$ cat config.mk
export PLATFORM = sky130hd
export DESIGN_NAME = arbitro_cdb_flat
export DESIGN_NICKNAME = d
export VERILOG_FILES = /design/src/rtl/arbitro_cdb_if.sv /design/src/rtl/arbitro_cdb.sv /design/src/flat_wrapper.sv
export SDC_FILE = /design/constraint.sdc
export NUM_CORES = 1
export LEC_CHECK = 0
export CAP_MARGIN = 30
export CORE_UTILIZATION = 28
export CTS_CLUSTER_DIAMETER = 150
export DETAILED_ROUTE_END_ITERATION = 16
export SETUP_SLACK_MARGIN = 0.3
export SYNTH_ARGS = -nofsm -noshare
export SYNTH_HDL_FRONTEND = slang
export SYNTH_SLANG_ARGS = --single-unit
export TNS_END_PERCENT = 5
$ cat constraint.sdc
create_clock -name Clock -period 6.3 [get_ports Clock]
set_clock_uncertainty 0.15 [all_clocks]
set_input_delay 1.575 -clock Clock [delete_from_list [all_inputs] [get_ports Clock]]
set_output_delay 1.575 -clock Clock [all_outputs]
set_load 0.005 [all_outputs]
$ cat src/rtl/arbitro_cdb_if.sv
// rtl/arbitro_cdb_if.sv - CDB arbitration bus between functional units and the arbiter
interface arbitro_cdb_if #(
  parameter int N_FU   = 4,
  parameter int TAG_W  = 3,
  parameter int DATA_W = 16
);
  logic [N_FU-1:0]        Req;
  logic [N_FU*TAG_W-1:0]  Tag_In;
  logic [N_FU*DATA_W-1:0] Dado_In;
  logic                   Stall;
  logic                   Flush;
  logic [N_FU-1:0]        Grant;
  logic                   CDB_Valido;
  logic [TAG_W-1:0]       CDB_Tag;
  logic [DATA_W-1:0]      CDB_Dado;
  logic [15:0]            Contador_Broadcast;

  modport master (
    output Req, Tag_In, Dado_In, Stall, Flush,
    input  Grant, CDB_Valido, CDB_Tag, CDB_Dado, Contador_Broadcast
  );

  modport slave (
    input  Req, Tag_In, Dado_In, Stall, Flush,
    output Grant, CDB_Valido, CDB_Tag, CDB_Dado, Contador_Broadcast
  );
endinterface

$ cat src/rtl/arbitro_cdb.sv
// rtl/arbitro_cdb.sv - round-robin Common Data Bus arbiter with registered broadcast
module arbitro_cdb #(
  parameter int N_FU   = 4,
  parameter int TAG_W  = 3,
  parameter int DATA_W = 16
) (
  input  logic          Clock,
  input  logic          Reset,
  arbitro_cdb_if.slave  bus
);
  localparam int PTR_W = (N_FU > 1) ? $clog2(N_FU) : 1;

  logic [PTR_W-1:0]  ptr;
  logic [N_FU-1:0]   elig;
  logic [PTR_W:0]    cand;
  logic [PTR_W-1:0]  win;
  logic              found;
  logic [TAG_W-1:0]  sel_tag;
  logic [DATA_W-1:0] sel_dado;
  logic [PTR_W-1:0]  ptr_next;

  // The unit holding the bus this cycle sits out the next edge.
  assign elig = bus.Req & ~bus.Grant;

  always_comb begin
    found = 1'b0;
    win   = '0;
    cand  = '0;
    for (int k = 0; k < N_FU; k++) begin
      cand = {1'b0, ptr} + (PTR_W+1)'(k);
      if (cand >= (PTR_W+1)'(N_FU)) begin
        cand = cand - (PTR_W+1)'(N_FU);
      end
      if (!found && elig[cand[PTR_W-1:0]]) begin
        found = 1'b1;
        win   = cand[PTR_W-1:0];
      end
    end
  end

  always_comb begin
    sel_tag  = '0;
    sel_dado = '0;
    for (int i = 0; i < N_FU; i++) begin
      if (win == PTR_W'(i)) begin
        sel_tag  = bus.Tag_In[i*TAG_W +: TAG_W];
        sel_dado = bus.Dado_In[i*DATA_W +: DATA_W];
      end
    end
  end

  assign ptr_next = (win == PTR_W'(N_FU-1)) ? '0 : win + 1'b1;

  always_ff @(posedge Clock) begin
    if (Reset) begin
      ptr                    <= '0;
      bus.Grant              <= '0;
      bus.CDB_Valido         <= 1'b0;
      bus.CDB_Tag            <= '0;
      bus.CDB_Dado           <= '0;
      bus.Contador_Broadcast <= '0;
    end else if (bus.Flush || bus.Stall || !found) begin
      // Tag/value deliberately hold; consumers qualify with CDB_Valido.
      bus.Grant      <= '0;
      bus.CDB_Valido <= 1'b0;
    end else begin
      bus.Grant              <= N_FU'(1) << win;
      bus.CDB_Valido         <= 1'b1;
      bus.CDB_Tag            <= sel_tag;
      bus.CDB_Dado           <= sel_dado;
      ptr                    <= ptr_next;
      bus.Contador_Broadcast <= bus.Contador_Broadcast + 16'd1;
    end
  end
endmodule

$ cat src/flat_wrapper.sv
// flat-port wrapper written by rule: the top's interface ports become plain ports
module arbitro_cdb_flat 
#(
  parameter int N_FU   = 4,
  parameter int TAG_W  = 3,
  parameter int DATA_W = 16
)
  (Clock, Reset, bus_Req, bus_Tag_In, bus_Dado_In, bus_Stall, bus_Flush, bus_Grant, bus_CDB_Valido, bus_CDB_Tag, bus_CDB_Dado, bus_Contador_Broadcast);
  arbitro_cdb_if #(.N_FU(N_FU), .TAG_W(TAG_W), .DATA_W(DATA_W)) bus_i ();
  input  logic Clock;
  input  logic Reset;
  input wire logic [$bits(bus_i.Req)-1:0] bus_Req;
  input wire logic [$bits(bus_i.Tag_In)-1:0] bus_Tag_In;
  input wire logic [$bits(bus_i.Dado_In)-1:0] bus_Dado_In;
  input wire logic [$bits(bus_i.Stall)-1:0] bus_Stall;
  input wire logic [$bits(bus_i.Flush)-1:0] bus_Flush;
  output wire logic [$bits(bus_i.Grant)-1:0] bus_Grant;
  output wire logic [$bits(bus_i.CDB_Valido)-1:0] bus_CDB_Valido;
  output wire logic [$bits(bus_i.CDB_Tag)-1:0] bus_CDB_Tag;
  output wire logic [$bits(bus_i.CDB_Dado)-1:0] bus_CDB_Dado;
  output wire logic [$bits(bus_i.Contador_Broadcast)-1:0] bus_Contador_Broadcast;
  assign bus_i.Req = bus_Req;
  assign bus_i.Tag_In = bus_Tag_In;
  assign bus_i.Dado_In = bus_Dado_In;
  assign bus_i.Stall = bus_Stall;
  assign bus_i.Flush = bus_Flush;
  assign bus_Grant = bus_i.Grant;
  assign bus_CDB_Valido = bus_i.CDB_Valido;
  assign bus_CDB_Tag = bus_i.CDB_Tag;
  assign bus_CDB_Dado = bus_i.CDB_Dado;
  assign bus_Contador_Broadcast = bus_i.Contador_Broadcast;
  arbitro_cdb #(.N_FU(N_FU), .TAG_W(TAG_W), .DATA_W(DATA_W)) u_core (.Clock(Clock), .Reset(Reset), .bus(bus_i));
endmodule
# After elaboration in Yosys (flattened, before gate mapping)
# Cells that the tools add are included.
[word_totals] reg_bits=42 output_inout_bits=40 wordCells=70
[classes] add_sub_neg=9 n_lt_le_gt_ge=8 n_eq_ne=3 n_shift=1 muxes=30 bitwise=2 n_reduce_logical=11
[ops] operator="16-bit 2-to-1 mux" n=4
[ops] operator="2-bit 2-to-1 mux" n=9
[ops] operator="16-bit by 1-bit adder with 16-bit output (second input constant)" n=1
[ops] operator="2-bit by 3-bit < comparator with 1-bit output (second input constant)" n=4
[ops] operator="3-bit 2-to-1 mux" n=4
[ops] operator="3-bit >= comparator (second input constant)" n=3
[ops] operator="1-bit 2-to-1 mux" n=9
[ops] operator="1-bit binary-select mux with 2-bit select" n=4
[ops] operator="2-bit by 1-bit subtractor with 2-bit output (second input constant)" n=4
[ops] operator="2-bit by 2-bit adder with 3-bit output (second input constant)" n=2
[ops] operator="4-bit AND" n=1
[ops] operator="2-bit equality test (second input constant)" n=2
[ops] operator="1-bit zero test" n=4
[ops] operator="4-bit inverter" n=1
[ops] operator="1-bit by 2-bit left shift with 4-bit output (first input constant)" n=1
[ops] operator="2-bit by 1-bit adder with 3-bit output (second input constant)" n=1
[ops] operator="2-bit by 3-bit >= comparator with 1-bit output (second input constant)" n=1
[ops] operator="1-bit logical AND" n=3
[ops] operator="2-bit by 1-bit adder with 2-bit output (second input constant)" n=1
[ops] operator="2-bit by 1-bit equality test with 1-bit output (second input constant)" n=1
[ops] operator="2-bit zero test" n=1
[ops] operator="1-bit logical OR" n=2
[ops] operator="2-bit OR reduction" n=1

# Depth between registers and ports, before layout
[logic_depth] depth_word=19 ltp_mapped=11

# Worst setup path after synthesis
# Ideal clock, no wire load.
[synth_path] path_type="input-to-reg" start="input port bus_Req[0]" end="register u_core.bus.CDB_Dado[10]" setup_time_ps=78 arrival_ps=3576 required_time_ps=6072 setup_slack_ps=2496 cell_stages=10 path_cell_list="nor2b_4 -> a21oi_1 -> o311ai_1 -> ha_1 -> buf_2 -> clkbuf_1 -> nand3b_1 -> a221oi_1 -> a211oi_1 -> nor3_1"
[synth_between] elab_chain_len=18 word_cells_on_any_way=33 cone_classes="eq/ne: 3; mux: 20; bitwise: 1; reduce/logical: 9"
[synth_rtl] item="start, declared" line="flat_wrapper.sv:12" rtl="input wire logic [$bits(bus_i.Req)-1:0] bus_Req;"
[synth_rtl] item="4-bit AND *" line="arbitro_cdb.sv:23" rtl="assign elig = bus.Req & ~bus.Grant;"
[synth_rtl] item="1-bit binary-select mux with 2-bit select" line="arbitro_cdb.sv:34" rtl="if (!found && elig[cand[PTR_W-1:0]]) begin"
[synth_rtl] item="1-bit 2-to-1 mux (implied by the code)" line="arbitro_cdb.sv:34"
[synth_rtl] item="1-bit 2-to-1 mux" line="arbitro_cdb.sv:34"
[synth_rtl] item="1-bit zero test" line="arbitro_cdb.sv:34"
[synth_rtl] item="1-bit logical AND" line="arbitro_cdb.sv:34"
[synth_rtl] item="1-bit 2-to-1 mux" line="arbitro_cdb.sv:34"
[synth_rtl] item="1-bit zero test" line="arbitro_cdb.sv:34"
[synth_rtl] item="1-bit logical AND" line="arbitro_cdb.sv:34"
[synth_rtl] item="1-bit 2-to-1 mux" line="arbitro_cdb.sv:34"
[synth_rtl] item="1-bit zero test" line="arbitro_cdb.sv:34"
[synth_rtl] item="1-bit logical AND" line="arbitro_cdb.sv:34"
[synth_rtl] item="2-bit 2-to-1 mux" line="arbitro_cdb.sv:34"
[synth_rtl] item="2-bit zero test" line="arbitro_cdb.sv:45" rtl="if (win == PTR_W'(i)) begin"
[synth_rtl] item="16-bit 2-to-1 mux (4 in a row)" line="arbitro_cdb.sv:45"
[synth_rtl] item="end signal, assigned" line="arbitro_cdb.sv:70" rtl="bus.CDB_Dado <= sel_dado;"
[synth_rtl] item="end, declared" line="arbitro_cdb_if.sv:25" rtl="output Grant, CDB_Valido, CDB_Tag, CDB_Dado, Contador_Broadcast"
# Mark *: on every way between the ends. The rest lies on a longest branch, timed or not. The select of a mux whose other input is x is not followed.
# A chain may end at the register's enable or synchronous reset.

# Worst setup path in the final report
[layout_path] start="input port bus_Req[0]" end="register u_core.bus.CDB_Dado[13]"
# Same word-level chain as after synthesis.

==> results <==
- In this run the cell area of the synthesized design comes to 0.00247 mm².
- Together, buffers and inverters on the worst path number 2.
- The maximum number of pins on one net before global-route repair is 50.
- The data arrival time of the critical path is 4530 ps.
- The ratio of cells with drive above 1 in the final layout is 0.0554.
- The chip height is 95.9 µm.
- In this run, post-CTS repair resized a total of 0 instances.
- Walking the worst path, the cells encountered are clkdlybuf4s50_1, nor2b_4, a21oi_1, o311ai_1, ha_1, buf_8, a21oi_1, a221oi_1, a211oi_1, nor3_1.
- The boundary pin count is 124.
- For this configuration, the core starts out at a cell density of 0.294.
- Among all stages on the critical path, the largest delay is contributed by o311ai_1.
- The final sum of negative setup slack is 0 ps.
- Buffers added to address setup during post-CTS repair amount to 0.
- The die width is 95.9 µm.
- The signed area change from the synthesized netlist to the final layout is 56.3%.
- The slew of the pin with the lowest slew margin is 783 ps.
- In this run the static leakage power is 1.36 nW.
- The Yosys warning count is 0.
- Timing analysis after detailed placement gives a worst setup slack of 1500 ps.
- The area enclosed by the die boundary is 0.00919 mm².
- The worst setup path is captured at a flop.
- The worst slew slack as a fraction of its limit is 0.470.
- The post-synthesis cell count is 305.
- The total number of vias is 2677.
- In the routed design, unresolved DRC markers number 0.
- The most frequent standard cell in the layout excluding fill and tap cells is clkdlybuf4s50_1.
- The register bit total from synthesis is 42.
- The final critical-path required period is 4450 ps.
- TritonCTS built the clock tree.
- Input and output buffers added on the ports amount to 123.
- Clock-pin slew was measured on the worst setup and hold paths at 90 ps.
- The number of setup violations in the final report is 0.
- On the worst path, the slowest cell contributes a delay of 660 ps.
- The most used flip-flop cell after synthesis is dfxtp_1.
- The final layout contains routed wiring with a total length of 7.68 mm.
- The data required time at the worst endpoint is 6380 ps.
- In this run the most critical hold path is launched from u_core.bus.CDB_Dado[1].
- The hold-critical path endpoint is u_core.bus.CDB_Dado[1].
- Clock latency on the worst-skew pair, taken at its later pin, is 300 ps.
- Counting instances, the worst hold path has a depth of 2.
- The longest clock path from root to sink contains 2 buffers.
- Setup slack on the critical path of the routed design comes to 1850 ps.
- The first-pass GRT wire length is 11.8 mm.
- After detailed placement, the design holds a cell count of 512.
- After detailed routing, the average wire length per cell comes to 14.8 µm.
- The number of vias per cell after detailed routing is 5.15.
- The total global routing overflow is 0.
- The number of antenna violations at the first check in global routing is 0.
- The total track usage is 0.167.
- In this run, the number of DRC markers left after iteration 0 of detailed routing was 85.
- The clock sink count is 42.
- The number of global-route vias before repair is 2458.
- The type of element launching the critical path is a primary input.
- The tightest min-delay check is of the flop to flop type.
- In the finished design, the share of the clock period the worst path needs comes to 0.706.
- The global placement routability congestion is 0.739.
- The startpoint identified for the worst register-to-register timing path is u_core.bus.Grant[0].
- The largest fanout on the critical path is 22.
- The number of flops mapped to enable cells by yosys is 0.
- The top cell types in the final layout, fill and taps aside, are clkdlybuf4s50_1, dfxtp_1, a21oi_1.
- The worst register-to-register path has a setup slack of 3270 ps.
- The register area share after synthesis is 0.341.
- Once detailed placement completed, the half-perimeter wirelength came to 5.50 mm.
- Row generation in the floorplan step produced 33 rows.
- Setup repair after global routing left no endpoint under its margin.
- The synthesized netlist net count is 394.
- The H-tree was split into 2 levels.
- VDD sags by at most 0.0861 mV.
- Static timing analysis puts the maximum clock frequency at 0.225 GHz.
- For this run, the number of standard cells in the final layout without fillers is 520.
- The number of max-slew violations in the final report is 0.
- The fraction of registers with async set or reset after synthesis is 0.
- CTS placed an instance of clkbuf_8 at the clock tree root.
- The count of final hold-check violations is 0.
- The power density over the cells is 186 mW/mm².
- Buffers inserted to repair hold after CTS numbered 0.
- The cell occurring most often along the worst timing path is a21oi_1.
- Each instance of the synthesized netlist takes up on average 8.09 µm².
- The repair_antennas step left the layout with diodes totalling 0.
- The distinct cell type count of the synthesized netlist is 41.
- The critical path is of the primary input to flop type.
- The final net count is 503.
- After filler insertion, the fill cell instance count of the layout stands at 828.
- The region available for standard cell placement spans 0.00838 mm².
- The flow ran to the end, and the final reports show no timing, DRC or antenna violations.
- The CTS buffer count is 5.
- Measured on the finished design, the core utilization comes to 0.460.
- Once detail routing completed, the nets flagged for antenna violations numbered 0.
- Across the run, the number of max-cap violations was 0.
- The endpoint identified for the worst register-to-register timing path is u_core.bus.CDB_Dado[13].
- The number of cells on the worst reg-to-reg path is 9.
- The iteration count of the initial detailed-routing pass is 4.
- In this design, the largest share of critical-path delay is due to compound AO/OA/AOI/OAI gates.
-- cells by family (layout without fill, tap and decap cells) --
kind of cell	count (synthesis)	after routing	share of synthesized area
mux	2	2	0.00913
compound gates	92	92	0.260
fa+ha+maj	5	5	0.0254
flops	42	42	0.341
buf+inv	51	161	0.0948
simple gates	112	112	0.266
xor+xnor	1	1	0.00355
-- worst min-delay path: stages (launching register included) --
cell	delay (ps)
dfxtp_1	310
nor2_1	90
nor3_1	40
-- cells in the mapped netlist (all sizes together) (3+ instances only) --
cell type	number	area [µm²]
a211oi	20	150
a21oi	34	170
a221oi	21	184
and3	4	26.3
buf	11	83.8
clkbuf	16	60.1
dfxtp	42	841
ha	5	62.6
inv	24	90.1
nand2	11	43.8
nand3	4	20.0
nand3b	19	143
nor2	24	92.6
nor2b	5	53.8
nor3	20	100
nor4	3	18.8
o21ai	7	35.0
o31ai	6	45.0
or3	4	25.0
or4	6	45.0
-- routing by layer --
layer	vias up	share of wire	global-route usage
li1	1347	-	-
met4	0	0.0094	0.0373
met3	6	0.099	0.0711
met2	103	0.46	0.277
met5	-	0	0
met1	1221	0.43	0.200
-- sequential cells by signal (all words and copies together), names as in the netlist --
| register | flops |
|---|---|
| u_core.bus.CDB_Valido | 1 |
| u_core.ptr | 2 |
| u_core.bus.Contador_Broadcast | 16 |
| u_core.bus.CDB_Dado | 16 |
| u_core.bus.Grant | 4 |
| u_core.bus.CDB_Tag | 3 |
-- report_power, final --
part	switching, W	internal (W)	leakage [nW]
clock network	0.0000978	0.000118	0.0514
logic	0.0000965	0.000121	0.970
registers	0.00000768	0.000278	0.343
-- worst max path at each step --
stage	cells past startpoint	to	startpoint
6_report	10	u_core.bus.CDB_Dado[13]	bus_Req[0]
5_1_grt	10	u_core.bus.CDB_Dado[5]	bus_Req[1]
4_1_cts	9	u_core.bus.CDB_Tag[1]	bus_Req[0]
3_5_place_dp	9	u_core.bus.CDB_Tag[1]	bus_Req[0]
3_3_place_gp	9	u_core.bus.CDB_Tag[1]	bus_Req[0]
2_1_floorplan	10	u_core.bus.CDB_Dado[10]	bus_Req[0]
-- through the flow --
step / power [W] / cell area [µm²] / hold slack [ps]
final: 0.000719 / 3860 / 340
after global routing: 0.000759 / 3860 / 367
after CTS: 0.000729 / 3860 / 345
after detailed placement: 0.000511 / 3750 / 330
after global placement: 0.000505 / 3720 / 326
after floorplan: 0.000409 / 2470 / 312
-- final cells by class --
class	count	area [µm²]	share of cell area
Multi-Input combinational cell	212	1390	0.361
Timing Repair Buffer	129	1290	0.335
Sequential cell	42	841	0.218
Tap cell	105	131	0.0341
Inverter	24	90.1	0.0234
Clock buffer	6	72.6	0.0188
Clock inverter	2	37.5	0.00973
(Power assumes the default switching activity.)
